<file path="src/rtl/mem_pkg.sv">
// mem_pkg: shared constants and types for the memory arbiter slice.
//   AW, DW  : default address / data width of the 64K x 128 memory
//   TAG_IW  : tag index width, wide enough for up to 8 requesters
//   state_t : arbiter FSM state
//   tag_t   : in-flight read tag (owning requester index plus valid)
package mem_pkg;

   localparam int AW     = 16;
   localparam int DW     = 128;
   localparam int TAG_IW = 3;

   typedef enum logic {
      IDLE  = 1'b0,
      CLEAR = 1'b1
   } state_t;

   typedef struct packed {
      logic              valid;
      logic [TAG_IW-1:0] idx;
   } tag_t;

endpackage

</file>
<file path="src/rtl/mem_arbiter_rr_pick.sv">
// rr_pick: rotated priority scan. Starting at index `start` and wrapping
// modulo N, returns the first and second set bits of `vec`.
//   vec          in  N   candidate mask
//   start        in  IW  index scanned first
//   first_idx    out IW  first set index in scan order
//   first_found  out 1   first_idx is valid
//   second_idx   out IW  second set index in scan order
//   second_found out 1   second_idx is valid
module rr_pick #(
   parameter int N  = 4,
   parameter int IW = $clog2(N)
) (
   input  logic [N-1:0]  vec,
   input  logic [IW-1:0] start,
   output logic [IW-1:0] first_idx,
   output logic          first_found,
   output logic [IW-1:0] second_idx,
   output logic          second_found
);

   logic [IW-1:0] j;

   always_comb begin
      first_idx    = '0;
      first_found  = 1'b0;
      second_idx   = '0;
      second_found = 1'b0;
      j            = '0;
      for (int k = 0; k < N; k++) begin
         j = IW'((int'(start) + k) % N);
         if (vec[j]) begin
            if (!first_found) begin
               first_found = 1'b1;
               first_idx   = j;
            end else if (!second_found) begin
               second_found = 1'b1;
               second_idx   = j;
            end
         end
      end
   end

endmodule

</file>
<file path="src/rtl/mem_arbiter.sv">
// mem_arbiter: round-robin front end for a 1W/2R memory, plus a zero-fill
// sequencer.
//   clock, reset              clock / synchronous active-high reset
//   req, req_we               per-requester valid and write select
//   req_addr, req_wdata       packed per-requester address / write data
//   gnt                       combinational accept (transfer on req&gnt)
//   rvalid, rdata             per-requester read return, 2 edges after accept
//   clear_start, busy         zero-fill command / in-progress flag
//   mem_we, mem_waddr,
//   mem_wbus                  registered memory write port
//   mem_raddr1, mem_raddr2    registered memory read addresses
//   mem_rbus1, mem_rbus2      memory read data (combinational in memory)
//
// state | meaning
// IDLE  | arbitrate requesters, one write + two reads per cycle
// CLEAR | write zero to clr_addr each cycle, no grants
module mem_arbiter #(
   parameter int NREQ        = 4,
   parameter int AW          = mem_pkg::AW,
   parameter int DW          = mem_pkg::DW,
   parameter int CLEAR_DEPTH = 65536
) (
   input  logic              clock,
   input  logic              reset,
   input  logic [NREQ-1:0]   req,
   input  logic [NREQ-1:0]   req_we,
   input  logic [NREQ*AW-1:0] req_addr,
   input  logic [NREQ*DW-1:0] req_wdata,
   output logic [NREQ-1:0]   gnt,
   output logic [NREQ-1:0]   rvalid,
   output logic [NREQ*DW-1:0] rdata,
   input  logic              clear_start,
   output logic              busy,
   output logic              mem_we,
   output logic [AW-1:0]     mem_waddr,
   output logic [DW-1:0]     mem_wbus,
   output logic [AW-1:0]     mem_raddr1,
   output logic [AW-1:0]     mem_raddr2,
   input  logic [DW-1:0]     mem_rbus1,
   input  logic [DW-1:0]     mem_rbus2
);

   import mem_pkg::*;

   localparam int IW = $clog2(NREQ);
   localparam logic [AW-1:0] CLR_LAST = AW'(CLEAR_DEPTH - 1);

   state_t        state;
   logic [AW-1:0] clr_addr;
   logic [IW-1:0] rr;
   tag_t          tag1;
   tag_t          tag2;

   logic [NREQ-1:0] wr_mask;
   logic [NREQ-1:0] rd_mask;
   logic [IW-1:0]   w_idx;
   logic            w_found;
   logic [IW-1:0]   unused_w2_idx;
   logic            unused_w2_found;
   logic [IW-1:0]   r1_idx;
   logic            r1_found;
   logic [IW-1:0]   r2_idx;
   logic            r2_found;

   logic            arb_en;
   logic            w_go;
   logic            r1_go;
   logic            r2_go;
   logic [IW-1:0]   last_idx;
   logic [IW-1:0]   rr_next;
   logic [IW-1:0]   j;

   assign wr_mask = req & req_we;
   assign rd_mask = req & ~req_we;

   rr_pick #(.N(NREQ), .IW(IW)) u_pick_wr (
      .vec          (wr_mask),
      .start        (rr),
      .first_idx    (w_idx),
      .first_found  (w_found),
      .second_idx   (unused_w2_idx),
      .second_found (unused_w2_found)
   );

   rr_pick #(.N(NREQ), .IW(IW)) u_pick_rd (
      .vec          (rd_mask),
      .start        (rr),
      .first_idx    (r1_idx),
      .first_found  (r1_found),
      .second_idx   (r2_idx),
      .second_found (r2_found)
   );

   // A clear command takes the cycle away from the requesters.
   assign arb_en = (state == IDLE) && !clear_start && !reset;
   assign w_go   = arb_en && w_found;
   assign r1_go  = arb_en && r1_found;
   assign r2_go  = arb_en && r2_found;

   always_comb begin
      gnt = '0;
      if (w_go)  gnt[w_idx]  = 1'b1;
      if (r1_go) gnt[r1_idx] = 1'b1;
      if (r2_go) gnt[r2_idx] = 1'b1;
   end

   // Pointer moves just past the last granted requester in scan order.
   always_comb begin
      last_idx = rr;
      j        = '0;
      for (int k = 0; k < NREQ; k++) begin
         j = IW'((int'(rr) + k) % NREQ);
         if (gnt[j]) last_idx = j;
      end
      rr_next = IW'((int'(last_idx) + 1) % NREQ);
   end

   always_ff @(posedge clock) begin
      if (reset) begin
         state      <= IDLE;
         busy       <= 1'b0;
         clr_addr   <= '0;
         rr         <= '0;
         mem_we     <= 1'b0;
         mem_waddr  <= '0;
         mem_wbus   <= '0;
         mem_raddr1 <= '0;
         mem_raddr2 <= '0;
         tag1       <= '0;
         tag2       <= '0;
      end else begin
         case (state)
            IDLE: begin
               mem_we <= w_go;
               if (w_go) begin
                  mem_waddr <= req_addr[w_idx*AW +: AW];
                  mem_wbus  <= req_wdata[w_idx*DW +: DW];
               end
               // An unused read port keeps its previous address.
               if (r1_go) mem_raddr1 <= req_addr[r1_idx*AW +: AW];
               if (r2_go) mem_raddr2 <= req_addr[r2_idx*AW +: AW];
               tag1.valid <= r1_go;
               tag1.idx   <= TAG_IW'(r1_idx);
               tag2.valid <= r2_go;
               tag2.idx   <= TAG_IW'(r2_idx);
               if (|gnt) rr <= rr_next;
               if (clear_start) begin
                  state    <= CLEAR;
                  busy     <= 1'b1;
                  clr_addr <= '0;
               end
            end
            CLEAR: begin
               mem_we    <= 1'b1;
               mem_waddr <= clr_addr;
               mem_wbus  <= '0;
               tag1      <= '0;
               tag2      <= '0;
               clr_addr  <= clr_addr + AW'(1);
               if (clr_addr == CLR_LAST) begin
                  state <= IDLE;
                  busy  <= 1'b0;
               end
            end
            default: begin
               state <= IDLE;
               busy  <= 1'b0;
            end
         endcase
      end
   end

   // Return path: memory read is combinational from the registered address,
   // so data is captured one edge after the accept edge.
   always_ff @(posedge clock) begin
      if (reset) begin
         rvalid <= '0;
         rdata  <= '0;
      end else begin
         rvalid <= '0;
         for (int i = 0; i < NREQ; i++) begin
            if (tag1.valid && tag1.idx == TAG_IW'(i)) begin
               rvalid[i]          <= 1'b1;
               rdata[i*DW +: DW]  <= mem_rbus1;
            end else if (tag2.valid && tag2.idx == TAG_IW'(i)) begin
               rvalid[i]          <= 1'b1;
               rdata[i*DW +: DW]  <= mem_rbus2;
            end
         end
      end
   end

endmodule

</file>
<file path="config.mk">
export PLATFORM = sky130hd
export DESIGN_NAME = mem_arbiter
export DESIGN_NICKNAME = d
export VERILOG_FILES = /design/src/rtl/mem_pkg.sv /design/src/rtl/mem_arbiter_rr_pick.sv /design/src/rtl/mem_arbiter.sv
export SDC_FILE = /design/constraint.sdc
export NUM_CORES = 2
export LEC_CHECK = 0
export CAP_MARGIN = 20
export CORE_AREA = 5 5 598 600
export DETAILED_ROUTE_END_ITERATION = 16
export DIE_AREA = 0 0 603 605
export GPL_TIMING_DRIVEN = 0
export PLACE_DENSITY = 0.35
export SLEW_MARGIN = 20
export SYNTH_ARGS = -nofsm -noshare
export SYNTH_HDL_FRONTEND = slang
export SYNTH_SLANG_ARGS = --single-unit
</file>
<file path="constraint.sdc">
create_clock -name clock -period 8.8 [get_ports clock]
set_input_delay 2.64 -clock clock [delete_from_list [all_inputs] [get_ports clock]]
set_output_delay 2.64 -clock clock [all_outputs]
set_load 0.03 [all_outputs]
</file>
==> out/metrics.cfg <==
[layout]
fillers=39600
fin_cells=10800
syn_to_final_growth_pct=70.0
nNetsFinal=6892
drive_above_1_share_pct=4.96
fin_util_pct=17.3

[sta]
setup_tns_ns=0
setup_slack_ns=0.0638
fmax_mhz=114
fin_skew_ns=0.0861
slew_viol_final=0
fin_crit_ns=8.74
worst_slew_pin_slew_ns=1.13
maxSlewHeadroom_pct=23.6
hold_viol=0
rsz0062_at_grt=true
timing.final.crit_share_pct=99.3
setup_violations=0

[worst_hold_path]
min_path_type=reg2reg
min_path_cells=2

[critical_path]
critical-path-slowest-cell=clkdlybuf4s50_1
worstPathRequired_ns=6.16
critPathArrivalTime_ns=6.10
crit_path_max_incr_delay_ns=0.58
cp_top_family=buffers and inverters
crit_fanout=10
crit_cells=13
worst-setup-path-type=in2out
critPathBufInv=5
worstPathCellList=clkdlybuf4s50_1, nand2b_4, clkbuf_4, a211oi_4, a31o_2, ha_1, mux2_4, o31ai_4, nor2_2, a222oi_1, buf_4, inv_1, dlygate4sd2_1
start_kind=input pin
critPathCaptureType=output pin
reg2regPathDepth=16

[clocking]
ctsHtreeMaxLevel=3
tritoncts_num_sinks=719
tritoncts=done
clk_latency_ns=0.86
cts.path.max_buffers=4
cts_buffers=100
clk_pin_slew_ns=0.06
cts_root_buf=clkbuf_16

[synth]
synth_cell_types=65
synthArstFlopShare_pct=0
synthCells=4376
syn_avg_cell_area_um2=8.20
synth_edf_count=0
ys_seq_area_share_pct=40.1
ys_warn_count=0
synth.cell_area_um2=35900
synth.ff_latch_count=719
ys.flop_type=dfxtp_1
synth_nets=5224

[power]
powerDensity_nw_per_um2=196
power_mw=12.0
p_comb_share_pct=35.6
p_clk_share_pct=34.1
swShare_pct=39.3
p_leak_nw=23.1
p_int_mw=7.27
p_seq_share_pct=30.3
ir_drop_uv=184
p_switching_mw=4.70

[grt]
grt_usage_pct=17.0
grt_antenna_before_repair=127
grt_pass1_wl_um=421000
grt_max_degree=19
grt_pass1_vias=43000
gr-total-overflow=0

[placed_design]
dp.cells=10600
port_buffers=1539
pre_cts_ws_ns=-0.995
gp_congestion=0.916
hpwl_um=277000

[floorplan]
row_count=218
core_um2=352000
die_w_um=603
dieArea_um2=365000
start_util_pct=10.2
die_height_um=605
ios=1541

[flow_run]
maxCapViolCount=0

[routing]
via_per_inst=3.94
drc=0
drt_iter0_drc=3229
first_pass_iters=6
postRouteAntennaNets=0
vias=42500
wl_per_cell_um=30.4
drt_wl_total_um=327000

[status]
status=finished clean

[timing repair]
item / in CTS / in global routing
pin swaps: 4 / 2
endpoints found under the setup margin: 4 / 4
gates resized for setup: 13 / 14
hold endpoints to repair: 0 / 0
hold buffers: 0 / 0
setup buffers: 6 / 1
[synthesized netlist by cell type, types with 6 or more instances]
| library cell | n | area (µm²) |
|---|---|---|
| or2_2 | 7 | 43.8 |
| and2_1 | 6 | 37.5 |
| a311oi_1 | 8 | 70.1 |
| nor2b_1 | 9 | 56.3 |
| nand4_1 | 15 | 93.8 |
| mux2i_1 | 548 | 5490 |
| nand2b_1 | 6 | 37.5 |
| buf_2 | 9 | 45.0 |
| nand3b_1 | 60 | 450 |
| buf_1 | 63 | 236 |
| a21o_1 | 12 | 90.1 |
| nand2_1 | 718 | 2700 |
| and3_1 | 73 | 457 |
| o21ai_0 | 145 | 726 |
| a21oi_1 | 234 | 1170 |
| a31oi_1 | 6 | 37.5 |
| nand3_1 | 129 | 646 |
| nor3_1 | 12 | 60.1 |
| nor2_1 | 550 | 2060 |
| inv_1 | 10 | 37.5 |
| a211oi_1 | 517 | 3880 |
| clkbuf_1 | 347 | 1300 |
| a311o_1 | 67 | 671 |
| mux2_2 | 32 | 360 |
| dfxtp_1 | 719 | 14400 |
[cell type report]
class	count	area (µm²)	area share, %
multi-input cells	3224	19900	32.6
inverters	13	48.8	0.0800
clock inverters	21	255	0.419
well taps	4620	5780	9.48
plain buffers	419	1670	2.74
flip-flops and latches	719	14400	23.6
diodes	45	113	0.185
repair buffers	1567	15900	26.1
clock buffers	151	2920	4.78
[power by group through the flow]
stage / sequential, mW / combinational [mW] / clock, mW
after CTS: 3.62 / 4.29 / 4.25
after detailed placement: 3.69 / 4.25 / 0
final: 3.62 / 4.26 / 4.08
after global routing: 3.64 / 4.48 / 4.35
after global placement: 3.69 / 4.20 / 0
after floorplan: 4.03 / 1.53 / 0
[through the flow]
stage          hold WS, ns  instance area, µm²
2_1_floorplan        0.454               35900
3_3_place_gp         0.458               57100
3_5_place_dp         0.462               57600
4_1_cts              0.473               60800
5_1_grt              0.495               60900
6_report             0.469               61000
[registers in the layout (all words and copies together) (netlist names), 4 cells and up]
| name | flops |
|---|---|
| mem_wbus | 128 |
| mem_raddr1 | 16 |
| mem_waddr | 16 |
| mem_raddr2 | 16 |
| rvalid | 4 |
| rdata | 512 |
| clr_addr | 16 |
[cells in the final DEF (no fill, tap or decap), drive strengths merged, types with 5 or more instances in the layout]
cell	Yosys	routed
buf	73	100
a21o	12	12
a211oi	517	517
nor2b	9	9
nand3b	60	60
nor3	12	12
nand3	129	129
a21oi	234	234
inv	12	13
nand2	718	718
ha	5	5
a311oi	8	8
or2	7	7
a311o	67	67
clkdlybuf4s50	0	1531
clkbuf	347	499
a31oi	6	6
o21ai	145	145
and3	73	73
and2	7	7
nand4	15	15
diode	0	45
mux2	33	33
nand2b	6	6
dfxtp	719	719
mux2i	548	548
nor2	551	551
o21a	5	5
clkinv	1	14
[cells by family after synthesis]
| group | after synthesis | share of synthesized area, % |
|---|---|---|
| xor+xnor | 3 | 0.0733 |
| fa+ha+maj | 6 | 0.202 |
| simple gates | 1607 | 19.0 |
| buf+inv | 433 | 4.58 |
| flops | 719 | 40.1 |
| compound gates | 1024 | 19.5 |
| mux | 584 | 16.5 |
[worst min-delay path: cells and delay by family (launching register included)]
family / cells / cell delay, ns
AO/OA/AOI/OAI: 1 / 0.06
flip-flops: 1 / 0.32
AND/OR/NAND/NOR: 1 / 0.06
[path summary, 6_finish.rpt]
| kind | start | end | slack [ns] |
|---|---|---|---|
| max | req_we[1] | gnt[3] | 0.06 |
| min | mem_wbus[62]$_SDFFE_PP0P_ | mem_wbus[62]$_SDFFE_PP0P_ | 0.47 |
| max reg2reg | rr[0]$_SDFFE_PP0P_ | mem_wbus[111]$_SDFFE_PP0P_ | 2.34 |
| min reg2reg | mem_wbus[62]$_SDFFE_PP0P_ | mem_wbus[62]$_SDFFE_PP0P_ | 0.47 |
[per-layer routing]
layer / track usage (%) / wire length, µm / vias up
met1: 17.6 / 116000 / 21100
met3: 4.12 / 20600 / 480
met4: 6.89 / 15500 / 58
met2: 32.4 / 175000 / 1768
met5: 0 / 360 / -
li1: - / - / 19100
Note: power is estimated with default switching activity, not from simulation.
